### config.mk
export PLATFORM = sky130hd
export DESIGN_NAME = power_sequencer
export DESIGN_NICKNAME = d
export VERILOG_FILES = /design/src/rtl/power_sequencer.sv
export SDC_FILE = /design/constraint.sdc
export NUM_CORES = 1
export LEC_CHECK = 0
export CAP_MARGIN = 20
export CORE_ASPECT_RATIO = 1.75
export CORE_MARGIN = 4
export CORE_UTILIZATION = 45
export CTS_BUF_LIST = sky130_fd_sc_hd__clkbuf_8
export DETAILED_ROUTE_END_ITERATION = 8
export MAX_ROUTING_LAYER = met4
export PLACE_DENSITY = 0.61
export SLEW_MARGIN = 25
export SYNTH_ARGS = -nofsm -noshare
export SYNTH_HDL_FRONTEND = slang
export SYNTH_SLANG_ARGS = --single-unit
export TNS_END_PERCENT = 20
### constraint.sdc
create_clock -name i_clk -period 2.79 [get_ports i_clk]
set_clock_uncertainty 0.05 [all_clocks]
set_input_delay 0.6975 -clock i_clk [delete_from_list [all_inputs] [get_ports i_clk]]
set_output_delay 0.6975 -clock i_clk [all_outputs]
set_load 0.005 [all_outputs]
### src/rtl/power_sequencer.sv
// power_sequencer: five-rail ordered power-up / reverse power-down sequencer.
// Rails are enabled 0 -> 4. Each rail must report power-good before the next
// rail is enabled. The last rail is followed by a settle period and then
// o_allGood. Shutdown sheds rails from the highest enabled one downwards.
// A fault (power-good timeout or dropout) drops every enable at once.
// Optional feature macro: PSEQ_AUTO_RETRY_EN. When it is defined, a fault
// with i_enable still high is retried after RETRY_DELAY cycles, at most
// three times in a row.
module power_sequencer #(
    parameter logic [31:0] TIMEOUT_CYCLES = 32'd1000,
    parameter logic [31:0] STEP_DELAY     = 32'd100,
    parameter logic [31:0] SETTLE_DELAY   = 32'd1000,
    parameter logic [31:0] RETRY_DELAY    = 32'd10000
) (
    input  logic       i_clk,
    input  logic       i_rst,
    input  logic       i_enable,
    input  logic [4:0] i_pg,
    output logic [4:0] o_en,
    output logic       o_allGood,
    output logic       o_fault,
    output logic [2:0] o_faultRail,
    output logic [1:0] o_faultCode,
    output logic [2:0] o_state
);

    typedef enum logic [2:0] {
        S_IDLE     = 3'd0,
        S_RAMP     = 3'd1,
        S_GAP      = 3'd2,
        S_SETTLE   = 3'd3,
        S_RUN      = 3'd4,
        S_SHUTDOWN = 3'd5,
        S_FAULT    = 3'd6
    } state_t;

    state_t      r_state;
    logic [2:0]  r_k;
    logic [31:0] r_cnt;
    logic [4:0]  r_good_mask;
    logic [4:0]  r_en;
    logic        r_all_good;
    logic        r_fault;
    logic [2:0]  r_fault_rail;
    logic [1:0]  r_fault_code;
`ifdef PSEQ_AUTO_RETRY_EN
    logic [1:0]  r_attempt;
`else
    logic        w_unused_retry;
    assign w_unused_retry = ^RETRY_DELAY;
`endif

    logic [4:0]  w_drop;
    logic        w_drop_any;
    logic [2:0]  w_drop_rail;
    logic [4:0]  w_en_shed;
    logic [4:0]  w_next_bit;
    logic        w_pg_cur;
    logic        w_monitor;
    logic        w_timeout;
    logic        w_fault_hit;
    logic        w_abort;
    logic [1:0]  w_fault_code;
    logic [2:0]  w_fault_rail;
    logic [31:0] w_cnt_inc;

    // A confirmed rail whose power-good has fallen is a dropout
    genvar gi;
    generate
        for (gi = 0; gi < 5; gi++) begin : g_drop
            assign w_drop[gi] = r_good_mask[gi] & ~i_pg[gi];
        end
    endgenerate

    assign w_drop_any = |w_drop;

    // Report the lowest rail that dropped out
    always_comb begin
        w_drop_rail = 3'd0;
        for (int i = 4; i >= 0; i--) begin
            if (w_drop[i]) begin
                w_drop_rail = 3'(i);
            end
        end
    end

    // Enable vector with its highest active rail removed (one shutdown step)
    always_comb begin
        w_en_shed = r_en;
        for (int i = 0; i < 5; i++) begin
            if (r_en[i]) begin
                w_en_shed    = r_en;
                w_en_shed[i] = 1'b0;
            end
        end
    end

    assign w_next_bit   = 5'd1 << (r_k + 3'd1);
    assign w_pg_cur     = i_pg[r_k];
    assign w_monitor    = (r_state == S_RAMP) || (r_state == S_GAP) ||
                          (r_state == S_SETTLE) || (r_state == S_RUN);
    assign w_timeout    = (r_state == S_RAMP) && !w_pg_cur &&
                          (r_cnt == TIMEOUT_CYCLES - 32'd1);
    assign w_fault_hit  = w_monitor && (w_drop_any || w_timeout);
    assign w_fault_code = w_drop_any ? 2'd2 : 2'd1;
    assign w_fault_rail = w_drop_any ? w_drop_rail : r_k;
    assign w_abort      = w_monitor && !i_enable;
    // Counter saturates rather than wrapping during long holds
    assign w_cnt_inc    = (r_cnt == 32'hFFFF_FFFF) ? r_cnt : r_cnt + 32'd1;

    // Sequencer FSM: fault beats enable drop, which beats normal progress
    always_ff @(posedge i_clk) begin
        if (i_rst) begin
            r_state      <= S_IDLE;
            r_k          <= 3'd0;
            r_cnt        <= 32'd0;
            r_good_mask  <= 5'd0;
            r_en         <= 5'd0;
            r_all_good   <= 1'b0;
            r_fault      <= 1'b0;
            r_fault_rail <= 3'd0;
            r_fault_code <= 2'd0;
`ifdef PSEQ_AUTO_RETRY_EN
            r_attempt    <= 2'd0;
`endif
        end else if (w_fault_hit) begin
            r_state      <= S_FAULT;
            r_en         <= 5'd0;
            r_all_good   <= 1'b0;
            r_fault      <= 1'b1;
            r_fault_code <= w_fault_code;
            r_fault_rail <= w_fault_rail;
            r_cnt        <= 32'd0;
        end else if (w_abort) begin
            // First shutdown step happens on the same edge as the request
            r_en       <= w_en_shed;
            r_all_good <= 1'b0;
            r_cnt      <= 32'd0;
            r_state    <= (w_en_shed == 5'd0) ? S_IDLE : S_SHUTDOWN;
        end else begin
            r_cnt <= w_cnt_inc;
            case (r_state)
                S_IDLE: begin
                    r_en        <= 5'd0;
                    r_good_mask <= 5'd0;
                    r_cnt       <= 32'd0;
                    r_k         <= 3'd0;
`ifdef PSEQ_AUTO_RETRY_EN
                    r_attempt   <= 2'd0;
`endif
                    if (i_enable) begin
                        r_state <= S_RAMP;
                        r_en    <= 5'b00001;
                    end
                end
                S_RAMP: begin
                    if (w_pg_cur) begin
                        r_good_mask[r_k] <= 1'b1;
                        r_cnt            <= 32'd0;
                        if (r_k == 3'd4) begin
                            if (SETTLE_DELAY == 32'd0) begin
                                r_state    <= S_RUN;
                                r_all_good <= 1'b1;
`ifdef PSEQ_AUTO_RETRY_EN
                                r_attempt  <= 2'd0;
`endif
                            end else begin
                                r_state <= S_SETTLE;
                            end
                        end else if (STEP_DELAY == 32'd0) begin
                            r_k  <= r_k + 3'd1;
                            r_en <= r_en | w_next_bit;
                        end else begin
                            r_state <= S_GAP;
                        end
                    end
                end
                S_GAP: begin
                    if (r_cnt == STEP_DELAY - 32'd1) begin
                        r_k     <= r_k + 3'd1;
                        r_en    <= r_en | w_next_bit;
                        r_cnt   <= 32'd0;
                        r_state <= S_RAMP;
                    end
                end
                S_SETTLE: begin
                    if (r_cnt == SETTLE_DELAY - 32'd1) begin
                        r_state    <= S_RUN;
                        r_all_good <= 1'b1;
                        r_cnt      <= 32'd0;
`ifdef PSEQ_AUTO_RETRY_EN
                        r_attempt  <= 2'd0;
`endif
                    end
                end
                S_RUN: begin
                    r_cnt <= 32'd0;
                end
                S_SHUTDOWN: begin
                    // Power-good and i_enable are deliberately ignored here
                    if (r_cnt == STEP_DELAY) begin
                        r_en  <= w_en_shed;
                        r_cnt <= 32'd0;
                        if (w_en_shed == 5'd0) begin
                            r_state <= S_IDLE;
                        end
                    end
                end
                S_FAULT: begin
                    if (!i_enable) begin
                        r_state      <= S_IDLE;
                        r_fault      <= 1'b0;
                        r_fault_code <= 2'd0;
                        r_fault_rail <= 3'd0;
                        r_cnt        <= 32'd0;
                    end
`ifdef PSEQ_AUTO_RETRY_EN
                    else if ((r_attempt != 2'd3) &&
                             ((RETRY_DELAY == 32'd0) || (r_cnt == RETRY_DELAY - 32'd1))) begin
                        r_state      <= S_RAMP;
                        r_k          <= 3'd0;
                        r_en         <= 5'b00001;
                        r_good_mask  <= 5'd0;
                        r_fault      <= 1'b0;
                        r_fault_code <= 2'd0;
                        r_fault_rail <= 3'd0;
                        r_cnt        <= 32'd0;
                        r_attempt    <= r_attempt + 2'd1;
                    end
`endif
                end
                default: begin
                    r_state <= S_IDLE;
                    r_en    <= 5'd0;
                    r_cnt   <= 32'd0;
                end
            endcase
        end
    end

    assign o_en        = r_en;
    assign o_allGood   = r_all_good;
    assign o_fault     = r_fault;
    assign o_faultRail = r_fault_rail;
    assign o_faultCode = r_fault_code;
    assign o_state     = r_state;

endmodule

After elaboration in Yosys (flattened, before gate mapping)
Index checks and enable logic that the tools add are counted.
{"block": "word_totals", "regBits": 55, "output_inout_bits": 15, "in_bits": 8}
{"block": "op_classes", "reduce_logical": 27, "n_eq_ne": 32, "n_shift": 1, "magnitude_cmp": 2, "mux": 54, "bitwise_logic": 14, "add_sub_neg": 2}
{"cell": "32-bit two-way mux", "count": 6}
{"cell": "32-bit case mux with 5 select lines", "count": 1}
{"cell": "32-bit by 7-bit == test with 1-bit output, second input constant", "count": 2}
{"cell": "3-bit two-way mux", "count": 20}
{"cell": "5-bit two-way mux", "count": 7}
{"cell": "32-bit by 1-bit adder with 32-bit output, second input constant", "count": 1}
{"cell": "32-bit by 10-bit == test with 1-bit output, second input constant", "count": 1}
{"cell": "32-bit == test, second input constant", "count": 1}
{"cell": "3-bit case mux with 7 select lines", "count": 1}
{"cell": "4-bit != test, second input constant", "count": 5}
{"cell": "5-bit case mux with 4 select lines", "count": 1}
{"cell": "3-bit != test, second input constant", "count": 6}
{"cell": "8-bit AND reduction", "count": 2}
{"cell": "3-bit == test, second input constant", "count": 4}
{"cell": "2-bit two-way mux", "count": 5}
{"cell": "5-bit bitwise OR", "count": 2}
{"cell": "5-bit case mux with 2 select lines", "count": 1}
{"cell": "1-bit two-way mux", "count": 9}
{"cell": "4-bit by 3-bit != test with 1-bit output, second input constant", "count": 2}
{"cell": "4-bit AND reduction", "count": 2}
{"cell": "1-bit inverter", "count": 7}
{"cell": "3-bit by 2-bit == test with 1-bit output, second input constant", "count": 2}
{"cell": "2-bit by 1-bit != test with 1-bit output, second input constant", "count": 3}
{"cell": "2-bit != test, second input constant", "count": 3}
{"cell": "other kinds (22)", "count": 38}

Depth between registers and ports, before layout
Gate-level depths: netlist of run 1.
{"block": "depth", "ltp_word": 10, "ltp_mapped": 8}

Least setup slack after synthesis of run 1
Ideal clock, no wire load.
{"block": "synth_path", "path_kind": "input to register", "from": "input i_pg[0]", "to": "register r_fault_rail[2], in the netlist o_faultRail[2]", "arrival_ns": 2.293, "n_path_buf": 1, "setup_time_ns": 0.070, "stages": 7, "slack_ns": 0.376, "required_time_ns": 2.670, "path_cell_list": "mux2_4 -> or2_0 -> a2111o_1 -> a21o_1 -> buf_6 -> or3_1 -> a21oi_1"}
{"block": "synth_via", "elab_chain_len": 9, "elab_cells_between_ends": 17, "cone_classes": "2 x eq/ne; 5 x mux; 2 x bitwise; 8 x reduce/logical"}
{"element": "from (decl)", "line": "18", "text": "input logic [4:0] i_pg,"}
{"element": "1-bit binary-select mux with 3-bit select", "line": "99", "text": "assign w_pg_cur = i_pg[r_k];"}
{"element": "1-bit two-way mux (not written as such)", "line": "99"}
{"element": "1-bit zero test", "line": "102", "text": "assign w_timeout = (r_state == S_RAMP) && !w_pg_cur &&"}
{"element": "1-bit logical AND (2 in series)", "line": "102"}
{"element": "1-bit logical OR", "line": "104", "text": "assign w_fault_hit = w_monitor && (w_drop_any || w_timeout);"}
{"element": "1-bit logical AND", "line": "104"}
{"element": "2-bit != test (no source line) (tied with other cells)"}
{"element": "3-bit AND reduction (no source line)"}
{"element": "to (signal assigned)", "line": "132", "text": "r_fault_rail <= w_fault_rail;"}
{"element": "to (decl)", "line": "44", "text": "logic [2:0] r_fault_rail;"}
Parallel ways exist; a longest one is shown, timed or not. The select of a mux whose other input is x is not followed.
A chain may end at the register's enable or synchronous reset.

Final worst setup path of run 1
{"block": "layout_path", "from": "input i_pg[2]", "to": "register r_cnt[4]"}
{"block": "layout_via", "elab_chain_len": 8, "elab_cells_between_ends": 13, "cone_classes": "4 x mux; 2 x bitwise; 7 x reduce/logical"}
{"element": "1-bit binary-select mux with 3-bit select", "line": "99"}
{"element": "1-bit two-way mux (not written as such)", "line": "99"}
{"element": "1-bit zero test", "line": "102"}
{"element": "1-bit logical AND (2 in series)", "line": "102"}
{"element": "1-bit logical OR", "line": "104"}
{"element": "1-bit logical AND", "line": "104"}
{"element": "3-bit OR reduction (no source line)"}
{"element": "to (signal assigned)", "line": "141", "text": "r_cnt <= w_cnt_inc;"}
{"element": "to (decl)", "line": "39", "text": "logic [31:0] r_cnt;"}
Parallel ways exist; a longest one is shown, timed or not. The select of a mux whose other input is x is not followed.

==> results.cfg, run 1 <==
[power]
power-per-cell-area_mw_per_mm2 = 435
ir_drop_v = 0.000315
cellLeakagePower_nw = 1.26

[cts]
cts_resized = 0
htreeDepth = 2
clock_path_buffers = 2
clockRootBuffer = clkbuf_8
cts_tree = built
postCtsHoldBufs = 0
post-cts-setup-buffer-count = 0
numCtsBuffers = 5
clkTransAtPathRegs_ps = 100
clk_latency_ps = 320
cts_num_sinks = 55

[logic_synthesis]
async_flop_share = 0
postSynthAreaPerCell_um2 = 8.39
synth_edf_count = 0
synth-main-ff-cell = dfxtp_1
ys_seq_area_frac = 0.337
synth-seq-cells = 55
syn_area_mm2 = 0.00327
yosysWarnings = 0
syn-num-nets = 406
synth_cell_types = 70
synthCells = 389

[timing]
rsz0062_at_grt = false
slew-limit-headroom = 0.521
post-route-period-util = 0.949
hold_viol_final = 0
setup_viol = 0
setup_slack_ps = 141
worst_pin_slew_ps = 700
period_minus_slack_ps = 2650
slew_viol_final = 0
fmax_ghz = 0.378

[global_routing]
grt_max_degree = 33
grt_overflow_total = 0
track_usage = 0.213
grt_pass1_vias = 3044
grt_pass1_wl_mm = 14.6
antenna_found_initial = 0

[critical_path]
crit_fanout = 32
worstPathRequired_ps = 2960
r2r_setup_slack_ps = 240
critPathMaxStageDelay_ps = 460
crit_slowest_cell = a2111o_1
start_kind = input pin
path_cells = clkdlybuf4s50_1, mux2i_1, o2111ai_1, a2111o_1, a31o_2, o211ai_1, buf_12, nor3_1
crit_path_end_kind = flop
crit_type = in2reg
arrival_ps = 2820

[route]
drt_wl_total_mm = 8.57
post_drt_wl_per_cell_um = 16.7
first_pass_iters = 4
route.vias.total = 3024
drt-initial-drc-count = 146
drc_errors = 0
viasPerCell = 5.88
ant_nets = 0

[floorplanning]
dieArea_mm2 = 0.00874
initial_core_util = 0.469
die_height_um = 121
ioPinCount = 23
core_area_mm2 = 0.00696
die_x_um = 72.4
rows = 40

[job]
cap_viol_max_count = 0

[place]
io_buffer_count = 22
place_ws_ps = -197
gp_congestion = 0.912
dpl.hpwl_mm = 6.59
placed_cell_area_mm2 = 0.00371

[cells_and_area]
nets = 446
syn_to_final_growth_pct = 16.6
antenna_cells = 0
layout-drive-gt1-share = 0.133
final_area_mm2 = 0.00381

[status]
outcome = complete, no violations

[worst_hold_path]
worstHoldPathType = reg2reg
-- synth_stat cells (4+ instances only) --
library cell,instances,area [um^2]
nand3_1,18,90.1
and3_1,4,25.0
nor4_1,16,100
dfxtp_1,55,1100
nor2_1,51,191
nor4_2,4,50.1
o21ai_0,7,35.0
nor2b_1,4,25.0
o211ai_1,5,37.5
nand2_1,25,93.8
xnor2_1,29,254
ha_1,9,113
buf_2,8,40.0
a21oi_1,12,60.1
or3_1,7,43.8
nand4_1,11,68.8
nor3_1,18,90.1
a31oi_1,7,43.8
or2_2,4,25.0
clkbuf_1,4,15.0
inv_1,12,45.0
o31ai_1,4,30.0
nor4b_1,4,35.0
nand2b_1,4,25.0
-- worst max-delay path: cells and delay by family --
kind                   cells  cell delay, ps
multiplexers               1             290
AND/OR/NAND/NOR            1              70
AO/OA/AOI/OAI              4            1090
buffers and inverters      2             670
-- layout make-up --
cell class / count / area [um^2]
Fill cell: 695 / 3150
Multi-Input combinational cell: 306 / 2030
Sequential cell: 55 / 1100
Timing Repair Buffer: 49 / 435
Tap cell: 84 / 105
Clock buffer: 6 / 82.6
Inverter: 12 / 45.0
Clock inverter: 2 / 12.5
-- metrics by stage --
step | total power [W] | hold WS (ps) | instances | utilization | TNS, ps
floorplan | 0.00104 | 393 | 389 | - | 0
global placement | 0.00119 | 397 | 506 | 0.534 | -10050
detailed placement | 0.00119 | 400 | 506 | 0.534 | -8190
CTS | 0.00167 | 415 | 514 | 0.547 | 0
global route | 0.00174 | 442 | 514 | 0.547 | 0
finish | 0.00166 | 410 | 514 | 0.547 | 0
-- path summary, 6_finish.rpt --
| kind | endpoint | from | cells after the start |
|---|---|---|---|
| worst min register to register | o_fault | o_fault | 2 |
| worst max register to register | o_state[2] | r_cnt[24] | 6 |
| worst max-delay path | r_cnt[4] | i_pg[2] | 8 |
| worst min-delay path | o_fault | o_fault | 2 |
-- layout by cell type (no fill, tap or decap), types with 6 or more instances in the layout --
| cell | instances |
|---|---|
| dfxtp_1 | 55 |
| nor2_1 | 51 |
| xnor2_1 | 29 |
| buf_4 | 26 |
| nand2_1 | 25 |
| clkdlybuf4s50_1 | 22 |
| nor3_1 | 18 |
| nand3_1 | 18 |
| nor4_1 | 15 |
| inv_1 | 13 |
| a21oi_1 | 12 |
| nand4_1 | 11 |
| ha_1 | 9 |
| a31oi_1 | 7 |
| or3_1 | 7 |
| o21ai_0 | 7 |
| clkbuf_8 | 6 |
-- kinds of logic (layout without fill, tap and decap cells) --
family / after synthesis / count (layout) / synth area share
muxes: 5 / 5 / 0.0172
and+or+nand+nor: 196 / 196 / 0.339
AOI/OAI and AO/OA: 64 / 64 / 0.142
adders and majority gates: 10 / 10 / 0.0375
xor gates and xnor gates: 31 / 31 / 0.0831
buffers and inverters: 28 / 69 / 0.0444
DFF: 55 / 55 / 0.337
-- sequential cells by signal, summed over array words and instances, names as in the netlist --
register	flops
o_en	5
r_cnt	32
o_faultCode	2
r_good_mask	5
r_k	3
o_fault	1
o_faultRail	3
o_state	3
o_allGood	1
-- metal layers --
layer  vias to the layer above  GRT usage  part of all wire
met4                         0     0.0924             0.032
met1                      1445      0.221              0.38
met3                        20     0.0341             0.025
met2                        45      0.388              0.56
li1                       1514          -                 -
met5                         -          -                 0
-- report_power, final --
group | internal, W | total [W] | switching, W
Sequential | 0.000799 | 0.000823 | 0.0000241
Clock | 0.000201 | 0.000477 | 0.000276
Combinational | 0.000166 | 0.000356 | 0.000191
(Power assumes the default switching activity.)
==> run 2: changes to the inputs <==
Settings changed: CELL_PAD_IN_SITES_DETAIL_PLACEMENT from default to 1, CELL_PAD_IN_SITES_GLOBAL_PLACEMENT from default to 1, PLACE_DENSITY 0.61 to 0.77.
==> run 2 against run 1 <==
Compared with the run above:
- die area unchanged
- worst hold slack better by 9.0 ps
- sequential share of layout area down 0.20 points
- cell area up 0.69%
- non-clock buffer count unchanged
- global-route usage up 2.9 points
- final cell count unchanged
- combinational power down 1%
- via count up 3.9%
- sequential power about the same
- routed wire length up 13%
==> results.cfg, run 2 (same netlist as run 1, synthesis figures left out) <==
[status]
outcome = complete, no violations

[cells_and_area]
final_common_cell = dfxtp_1
final_area_mm2 = 0.00383
layout-drive-gt1-share = 0.135
antenna_cells = 0
syn_to_final_growth_pct = 17.4
nFillCells = 863
top_register = r_cnt
layout_common_cells = dfxtp_1, nor2_1, xnor2_1
largest_reg_flops = 32
nets = 446

[cts]
clockRootBuffer = clkbuf_8
cts_resized = 0
numCtsBuffers = 5
clkTransAtPathRegs_ps = 110
clock_path_buffers = 2
htreeDepth = 2
postCtsHoldBufs = 0
cts_tree = built
cts_num_sinks = 55
clk_latency_ps = 340
post-cts-setup-buffer-count = 0

[timing]
period_minus_slack_ps = 2620
worst_pin_slew_ps = 723
slew-limit-headroom = 0.506
post-route-period-util = 0.938
setup_viol = 0
rsz0062_at_grt = false
hold_viol_final = 0
slew_viol_final = 0
fmax_ghz = 0.382
fin_tns_setup_ps = 0

[power]
power-per-cell-area_mw_per_mm2 = 464
p_seq_frac = 0.465
p_comb_frac = 0.197
intPower_w = 0.00125
power_frac_clock = 0.338
cellLeakagePower_nw = 1.27
switching_share = 0.297
ir_drop_v = 0.000319
power_switching_w = 0.000529

[job]
cap_viol_max_count = 0

[floorplanning]
die_height_um = 121
die_x_um = 72.4
dieArea_mm2 = 0.00874
core_area_mm2 = 0.00696
ioPinCount = 23
rows = 40
initial_core_util = 0.469

[global_routing]
grt_pass1_wl_mm = 16.4
antenna_found_initial = 0
grt_overflow_total = 0
grt_pass1_vias = 3421
grt_max_degree = 33
track_usage = 0.243

[critical_path]
endpoint = r_good_mask[1]
r2r_setup_slack_ps = 300
crit_type = in2reg
r2r_start = r_cnt[21]
crit_fanout = 5
worstPathRequired_ps = 2980
arrival_ps = 2810
startpoint = i_pg[2]
reg2reg_depth = 6
crit_path_end_kind = flop
start_kind = input pin
rr_endpoint = o_state[2]

[worst_hold_path]
min_path_cells = 2
worstHoldPathType = reg2reg

[place]
gp_congestion = 0.877
io_buffer_count = 22
dpl.hpwl_mm = 7.41
placed_cell_area_mm2 = 0.00371

[route]
drt_wl_total_mm = 9.69
drc_errors = 0
ant_nets = 0
viasPerCell = 6.11
drt-initial-drc-count = 151
post_drt_wl_per_cell_um = 18.9
route.vias.total = 3141
first_pass_iters = 4
run 2: cell count changes in the layout (fill, tap and decap cells not counted), sizes merged:
cell / previous run / this run
clkinv: 1 / 0
bufinv: 0 / 1
run 2: power groups by stage:
stage | clock (W) | sequential (W) | combinational, W
final | 0.000601 | 0.000826 | 0.000351
after global routing | 0.000641 | 0.000829 | 0.000383
after CTS | 0.000611 | 0.000825 | 0.000349
after detailed placement | 0 | 0.000843 | 0.000346
after global placement | 0 | 0.000843 | 0.000337
after floorplan | 0 | 0.000832 | 0.000212
run 2: metrics by stage:
stage / setup WS [ps] / instances / util / total power (W) / hold WS [ps]
3_3_place_gp: -118 / 506 / 0.534 / 0.00118 / 395
5_1_grt: 79.1 / 514 / 0.551 / 0.00185 / 445
4_1_cts: 180 / 514 / 0.551 / 0.00178 / 424
2_1_floorplan: 376 / 389 / - / 0.00104 / 393
3_5_place_dp: -185 / 506 / 0.534 / 0.00119 / 408
6_report: 174 / 514 / 0.551 / 0.00178 / 419
run 2: critical path, stage by stage:
cell and delay, ps:
clkdlybuf4s50_1 430, mux2i_1 290, o2111ai_1 190, a2111o_1 440, a31oi_1 290, nor3_1 170
a32o_1 300
run 2: area by class of cell:
cell class	count	area (um^2)	share of cell area
Multi-Input combinational cell	306	2030	0.528
Timing Repair Buffer	49	435	0.114
Clock buffer	6	82.6	0.0215
Sequential cell	55	1100	0.287
Clock inverter	2	38.8	0.0101
Inverter	12	45.0	0.0117
Tap cell	84	105	0.0274
run 2: routing by layer:
metal / wire length, um / share of wire / global-route usage / up-vias
met5: 0 / 0 / - / -
met4: 300 / 0.031 / 0.109 / 0
met3: 227 / 0.023 / 0.0391 / 21
met2: 5480 / 0.57 / 0.454 / 51
met1: 3680 / 0.38 / 0.237 / 1550
li1: - / - / - / 1519
run 2: how the worst min path moves through the flow:
stage                     slack [ps]        endpoint           start
after floorplan                  390  r_good_mask[4]  r_good_mask[4]
after global placement           400         o_fault         o_fault
after detailed placement         410         o_fault         o_fault
after CTS                        420         o_fault         o_fault
after global routing             450         o_fault         o_fault
final                            420         o_fault         o_fault
